===== config.mk =====
export PLATFORM = sky130hd
export DESIGN_NAME = sequenciador_instrucao
export DESIGN_NICKNAME = d
export VERILOG_FILES = /design/src/rtl/sequenciador_instrucao.sv
export SDC_FILE = /design/constraint.sdc
export NUM_CORES = 1
export LEC_CHECK = 0
export BUFFER_PORTS_ARGS = -buffer_cell sky130_fd_sc_hd__buf_2
export CAP_MARGIN = 5
export CORE_UTILIZATION = 45
export DETAILED_ROUTE_END_ITERATION = 7
export GPL_TIMING_DRIVEN = 1
export MAX_ROUTING_LAYER = met4
export SETUP_SLACK_MARGIN = 0.02
export SYNTH_ARGS = -nofsm -noshare
export SYNTH_HDL_FRONTEND = slang
export SYNTH_SLANG_ARGS = --single-unit

===== constraint.sdc =====
create_clock -name clock -period 4.29 [get_ports clock]
set_input_delay 0.858 -clock clock [delete_from_list [all_inputs] [get_ports clock]]
set_output_delay 0.858 -clock clock [all_outputs]
set_load 0.01 [all_outputs]

===== src/rtl/sequenciador_instrucao.sv =====
// Instruction fetch FIFO plus 4-step sequencer feeding iin/counter to the control logic.
// Latency: a word pushed into an empty FIFO with run=1 is popped into iin on the next edge.
// Backpressure: din_ready drops while the FIFO holds DEPTH words; a pop frees space one cycle later.
module sequenciador_instrucao #(
  parameter int IW    = 9,
  parameter int DEPTH = 4
) (
  input  logic                   clock,
  input  logic                   resetn,
  input  logic [IW-1:0]          din,
  input  logic                   din_valid,
  output logic                   din_ready,
  input  logic                   run,
  output logic [1:0]             counter,
  output logic [IW-1:0]          iin,
  output logic                   busy,
  output logic                   done,
  output logic [$clog2(DEPTH):0] fill
);

  localparam int PW = $clog2(DEPTH);
  localparam int FW = PW + 1;
  localparam logic [FW-1:0] FULL = FW'(DEPTH);

  typedef enum logic {
    IDLE = 1'b0,
    EXEC = 1'b1
  } state_t;

  state_t        state;
  state_t        state_nxt;
  logic [1:0]    counter_nxt;
  logic          push;
  logic          pop;
  logic [PW-1:0] wr_ptr;
  logic [PW-1:0] rd_ptr;
  logic [IW-1:0] mem [DEPTH];

  // Status outputs come from registered state only; push uses the pre-edge fill.
  assign din_ready = (fill < FULL);
  assign busy      = (state == EXEC);
  assign done      = (state == EXEC) && (counter == 2'b11);
  assign push      = din_valid && din_ready;

  // Next-state and step logic; a pop happens only when an instruction starts.
  always_comb begin
    state_nxt   = state;
    counter_nxt = counter;
    pop         = 1'b0;
    case (state)
      IDLE: begin
        counter_nxt = 2'b00;
        if (run && (fill != '0)) begin
          pop       = 1'b1;
          state_nxt = EXEC;
        end
      end
      EXEC: begin
        if (counter == 2'b11) begin
          counter_nxt = 2'b00;
          if (run && (fill != '0)) begin
            pop = 1'b1;
          end else begin
            state_nxt = IDLE;
          end
        end else begin
          counter_nxt = counter + 2'd1;
        end
      end
      default: begin
        state_nxt   = IDLE;
        counter_nxt = 2'b00;
      end
    endcase
  end

  // Sequencer state and step counter.
  always_ff @(posedge clock or negedge resetn) begin
    if (!resetn) begin
      state   <= IDLE;
      counter <= 2'b00;
    end else begin
      state   <= state_nxt;
      counter <= counter_nxt;
    end
  end

  // FIFO pointers, occupancy and instruction register.
  always_ff @(posedge clock or negedge resetn) begin
    if (!resetn) begin
      wr_ptr <= '0;
      rd_ptr <= '0;
      fill   <= '0;
      iin    <= '0;
    end else begin
      if (push) wr_ptr <= wr_ptr + PW'(1);
      if (pop) begin
        rd_ptr <= rd_ptr + PW'(1);
        iin    <= mem[rd_ptr];
      end
      case ({push, pop})
        2'b10:   fill <= fill + FW'(1);
        2'b01:   fill <= fill - FW'(1);
        default: fill <= fill;
      endcase
    end
  end

  // Storage is not reset; words beyond fill are never read.
  always_ff @(posedge clock) begin
    if (push) mem[wr_ptr] <= din;
  end

endmodule

* After elaboration in Yosys (flattened, before gate mapping)
Memories as Yosys holds them, arrays and structs flattened. A register that Yosys moved wholly into a read port is not among the register bits.
Cells that the tools add are included.
** Word-level totals
- Memories kept :: 1
- RAM bits :: 36
- Output and inout port bits :: 17
- Bits of input ports :: 13
- Register bits :: 10
** Cells by class
- Order comparisons :: 1
- Equal/unequal tests :: 3
- $add $sub $neg :: 5
- Reduce and logical (&&, ||, !) cells :: 6
- Muxes and demuxes :: 10
- Bitwise operators :: 1
** Memory list
- mem :: words 4, width 9, read ports 1, clocked after Yosys merged registers in 1, wr ports 1, line 37 : logic [IW-1:0] mem [DEPTH];
** Operators with widths (number)
- 2-bit by 1-bit adder with 2-bit output, second input constant :: 3
- 3-bit one-hot mux with 2 select lines :: 1
- 1-bit two-way mux :: 5
- 2-bit equality test, second input constant :: 2
- 1-bit one-hot mux with 2 select lines :: 2
- 2-bit one-hot mux with 2 select lines :: 1
- 3-bit by 1-bit adder with 3-bit output, second input constant :: 1
- 1-bit logical AND :: 3
- 3-bit < comparator, second input constant :: 1
- 3-bit nonzero test :: 1
- 3-bit by 1-bit subtractor with 3-bit output, second input constant :: 1
- 2-bit by 1-bit equality test with 1-bit output, second input constant :: 1
- 2-bit two-way mux :: 1
- 2-bit nonzero test :: 1
- 1-bit zero test :: 1
- 1-bit inverter :: 1

* Logic depth before layout (Yosys ltp)
- Word-level depth :: 7
- Depth in mapped cells :: 10
- Depth with buffers taken out :: 9

* Least setup slack after synthesis
OpenSTA, ideal clock, no wires.
- Path kind :: input -> register
- From :: input port run
- To :: register fill[2]
- Cell stages on the path :: 9
- Arrival time :: 2.206 ns
- Setup slack :: 2.004 ns
- Path buffers :: 1
- Data required time :: 4.210 ns
- Cells stage by stage :: o31ai_4 > nor2b_2 > buf_6 > ha_1 > inv_1 > fa_1 > xor2_1 > nor2_1 > xnor2_1
** On the way
- Cells in the longest elaborated chain, start to end :: 6
- Elaborated cells between the ends (all ways) :: 8
- Classes of those cells :: 2 x eq/ne; 4 x mux; 2 x reduce/logical
** RTL lines
- start, declared :: line 13 : input logic run,
- 1-bit logical AND * :: line 53, 61
- 1-bit two-way mux * :: line 53, 61
- 1-bit two-way mux :: line 59 : if (counter == 2'b11) begin
- 1-bit one-hot mux with 2 select lines * :: line 50 : case (state)
- via pop :: line 34 : logic pop;
- 2-bit by 1-bit equality test with 1-bit output or 2-bit equality test (tied branches) :: line 101 : case ({push, pop})
- 3-bit one-hot mux with 2 select lines or 2-bit nonzero test (tied branches)
- end signal, assigned :: line 102 : 2'b10: fill <= fill + FW'(1);
- end signal, assigned :: line 103 : 2'b01: fill <= fill - FW'(1);
- end signal, assigned :: line 104 : default: fill <= fill;
- end, declared :: line 18 : output logic [$clog2(DEPTH):0] fill
Mark *: on every way through the listed nets, which the timed path passes. The rest lies on a longest branch.
A chain may end at the register's enable or synchronous reset.

* Worst setup path in the final report
- From :: register counter[0]
- To :: register fill[2]
** On the way
- Cells in the longest elaborated chain, start to end :: 5
- Elaborated cells between the ends (all ways) :: 7
- Classes of those cells :: 3 x eq/ne; 3 x mux; 1 x reduce/logical
** RTL lines
- start, declared :: line 14 : output logic [1:0] counter,
- start signal, assigned :: line 84 : counter <= counter_nxt;
- 2-bit equality test * :: line 59
- 1-bit two-way mux * :: line 59
- 1-bit one-hot mux with 2 select lines * :: line 50
- 2-bit by 1-bit equality test with 1-bit output or 2-bit equality test (tied branches) :: line 101
- 3-bit one-hot mux with 2 select lines or 2-bit nonzero test (tied branches)
Mark *: on every way between the ends. The rest lies on a longest branch, timed or not.

==> impl_metrics.env <==
export IMPL_end_kind="flop"
export IMPL_groute_usage_overall=0.151
export IMPL_cts_buffer_depth=2
export IMPL_synthTopCellsByArea="edfxtp_1, dfrtp_1, mux4_2"
export IMPL_postCtsResizedCells=0
export IMPL_numCtsBuffers=5
export IMPL_clock_tree_root_cell="clkbuf_8"
export IMPL_slowest_delay_ps=390
export IMPL_path_cells="ha_1, nand2b_1, nor2b_2, buf_4, ha_1, inv_1, fa_1, xor2_1, nor2_1, xnor2_1"
export IMPL_finalCritPeriodShare=0.522
export IMPL_cts_tree="built"
export IMPL_totalWireLength_um=3330
export IMPL_rsz0062_at_grt="false"
export IMPL_synth_cells=115
export IMPL_die_height_um=72.3
export IMPL_synthTopCellsByCount="edfxtp_1, dfrtp_1, mux2_4, mux4_2, inv_1"
export IMPL_io_pins=30
export IMPL_slowest_stage="dfrtp_1"
export IMPL_setup_viol=0
export IMPL_syn_num_nets=135
export IMPL_clock_latency_ps=300
export IMPL_post_cts_setup_buffers=0
export IMPL_fmax_mhz=446
export IMPL_grt_pass1_wl_um=5400
export IMPL_slew_headroom=0.570
export IMPL_netlist_area_um2=2220
export IMPL_path_class="flop to flop"
export IMPL_synth_ff_type="edfxtp_1"
export IMPL_wl_per_cell_um=15.4
export IMPL_start_util=0.470
export IMPL_grt_pass1_vias=1062
export IMPL_num_fill_cells=398
export IMPL_port_buffers=29
export IMPL_ys_types=22
export IMPL_place_congestion=0.674
export IMPL_yosys_warnings=0
export IMPL_vias=1046
export IMPL_worst_slew_pin_slew_ps=645
export IMPL_remaining_drc_errors=0
export IMPL_synth_most_common_cell="edfxtp_1"
export IMPL_hold_class="flop to flop"
export IMPL_path_max_fanout=11
export IMPL_slew_viol_final=0
export IMPL_fin_crit_ps=2240
export IMPL_start_kind="flop"
export IMPL_grt_max_degree=20
export IMPL_dp_cells=208
export IMPL_status="completed"
export IMPL_ir_worst_vdd_v=0.000241
export IMPL_async_flop_share=0.345
export IMPL_core_area_um2=4720
export IMPL_nets=168
export IMPL_postCtsHoldBufs=0
export IMPL_path_clk_slew_ps=100
export IMPL_dp_hpwl_um=2270
export IMPL_detail_route_antenna_nets=0
export IMPL_powerDensity_nw_per_um2=668
export IMPL_antenna_cells=0
export IMPL_ys_seq_area_frac=0.700
export IMPL_drt_iter0_drc=42
export IMPL_leakage_nw=0.985
export IMPL_synth_area_per_cell_um2=19.3
export IMPL_antenna_found_initial=0
export IMPL_ys_ff_latch=55
export IMPL_cp_required_ps=4510
export IMPL_cts_sinks=55
export IMPL_yosysTopAreaCell="edfxtp_1"
export IMPL_finalHoldViolCount=0
export IMPL_synth_edf_count=36
export IMPL_setup_tns_final_ps=0
export IMPL_rows=25
export IMPL_finalClockSkew_ps=10.3
export IMPL_area_growth_syn_to_layout_pct=13.1
export IMPL_critPathMostFrequentCell="ha_1"
export IMPL_dieArea_um2=5220
export IMPL_final_layout_size_suffix_gt1_frac=0.376
export IMPL_gr_total_overflow=0
export IMPL_via_per_inst=4.84
export IMPL_cts_htree_levels=2
export IMPL_synth_top_area_share=0.486
export IMPL_layout_cells_non_filler=216
export IMPL_max_cap_viol_count=0
export IMPL_dr_pass1_iters=3
export IMPL_worstPathArrival_ps=2460
export IMPL_die_x_um=72.3
-- cell type report --
class | count | area [um2] | area share
sequential | 55 | 1560 | 0.620
inverter | 8 | 30.0 | 0.0120
clock buffer | 6 | 72.6 | 0.0289
tap | 67 | 83.8 | 0.0334
clock inverter | 2 | 12.5 | 0.00498
timing repair buffer | 30 | 153 | 0.0608
multi-input combinational | 48 | 604 | 0.241
-- worst max-delay path, delay by kind of cell (launching register included) --
| kind | cells | cell delay, ps |
|---|---|---|
| buf+inv | 2 | 300 |
| simple gates | 3 | 420 |
| flops | 1 | 390 |
| xor+xnor | 2 | 300 |
| fa+ha+maj | 3 | 760 |
-- sequential cells by signal, indices dropped and copies added, names as in the netlist --
register  cells
busy          1
counter       2
fill          3
iin           9
mem          36
rd_ptr        2
wr_ptr        2
-- cells in the final DEF, fill, tap and decap left out, drive strengths merged, types with 5 or more instances in the layout --
master and count:
mux4 9, xnor2 5, and2 6, clkbuf 6, buf 30, edfxtp 36, ha 6, inv 8
mux2 9, dfrtp 19
-- per-layer routing --
metal | part of all wire | routed length [um] | GRT usage
met2 | 0.51 | 1710 | 0.244
met4 | 0.013 | 43 | 0.0458
met3 | 0.034 | 112 | 0.0417
met1 | 0.44 | 1460 | 0.186
met5 | 0 | 0 | -
-- final timing paths --
path,slack (ps),startpoint,to,cells after the start
max in group asynchronous,3500,resetn,iin[3]$_DFFE_PN0P_,1
hold reg to reg,470,counter[0]$_DFF_PN0_,counter[0]$_DFF_PN0_,1
setup / recovery,2050,counter[0]$_DFF_PN0_,fill[2]$_DFFE_PN0P_,10
setup reg to reg,2050,counter[0]$_DFF_PN0_,fill[2]$_DFFE_PN0P_,10
hold / removal,470,counter[0]$_DFF_PN0_,counter[0]$_DFF_PN0_,1
min in group asynchronous,480,resetn,iin[1]$_DFFE_PN0P_,1
-- logic make-up (layout without fill, tap and decap cells) --
| kind of cell | count (synthesis) | count (layout) | synth area share |
|---|---|---|---|
| flops | 55 | 55 | 0.700 |
| mux | 19 | 19 | 0.157 |
| simple gates | 14 | 14 | 0.0372 |
| buf+inv | 12 | 46 | 0.0276 |
| fa+ha+maj | 7 | 7 | 0.0428 |
| xor+xnor | 6 | 6 | 0.0236 |
| compound gates | 2 | 2 | 0.0118 |
-- power breakdown --
| group | internal (mW) | total, mW | switching (mW) |
|---|---|---|---|
| registers | 0.713 | 0.837 | 0.124 |
| clock network | 0.115 | 0.272 | 0.158 |
| logic | 0.323 | 0.568 | 0.246 |
| total | 1.15 | 1.68 | 0.527 |
-- through the flow --
stage / hold slack [ps] / setup WS (ps) / utilization / total power [mW] / instance area [um2]
after floorplan: 491 / 2000 / - / 1.26 / 2220
after global placement: 445 / 1840 / 0.514 / 1.41 / 2430
after detailed placement: 461 / 1760 / 0.514 / 1.43 / 2430
after CTS: 474 / 2030 / 0.532 / 1.71 / 2510
after global routing: 495 / 1900 / 0.532 / 1.79 / 2510
final: 472 / 2050 / 0.532 / 1.68 / 2510
Note: power is estimated with default switching activity, not from simulation.
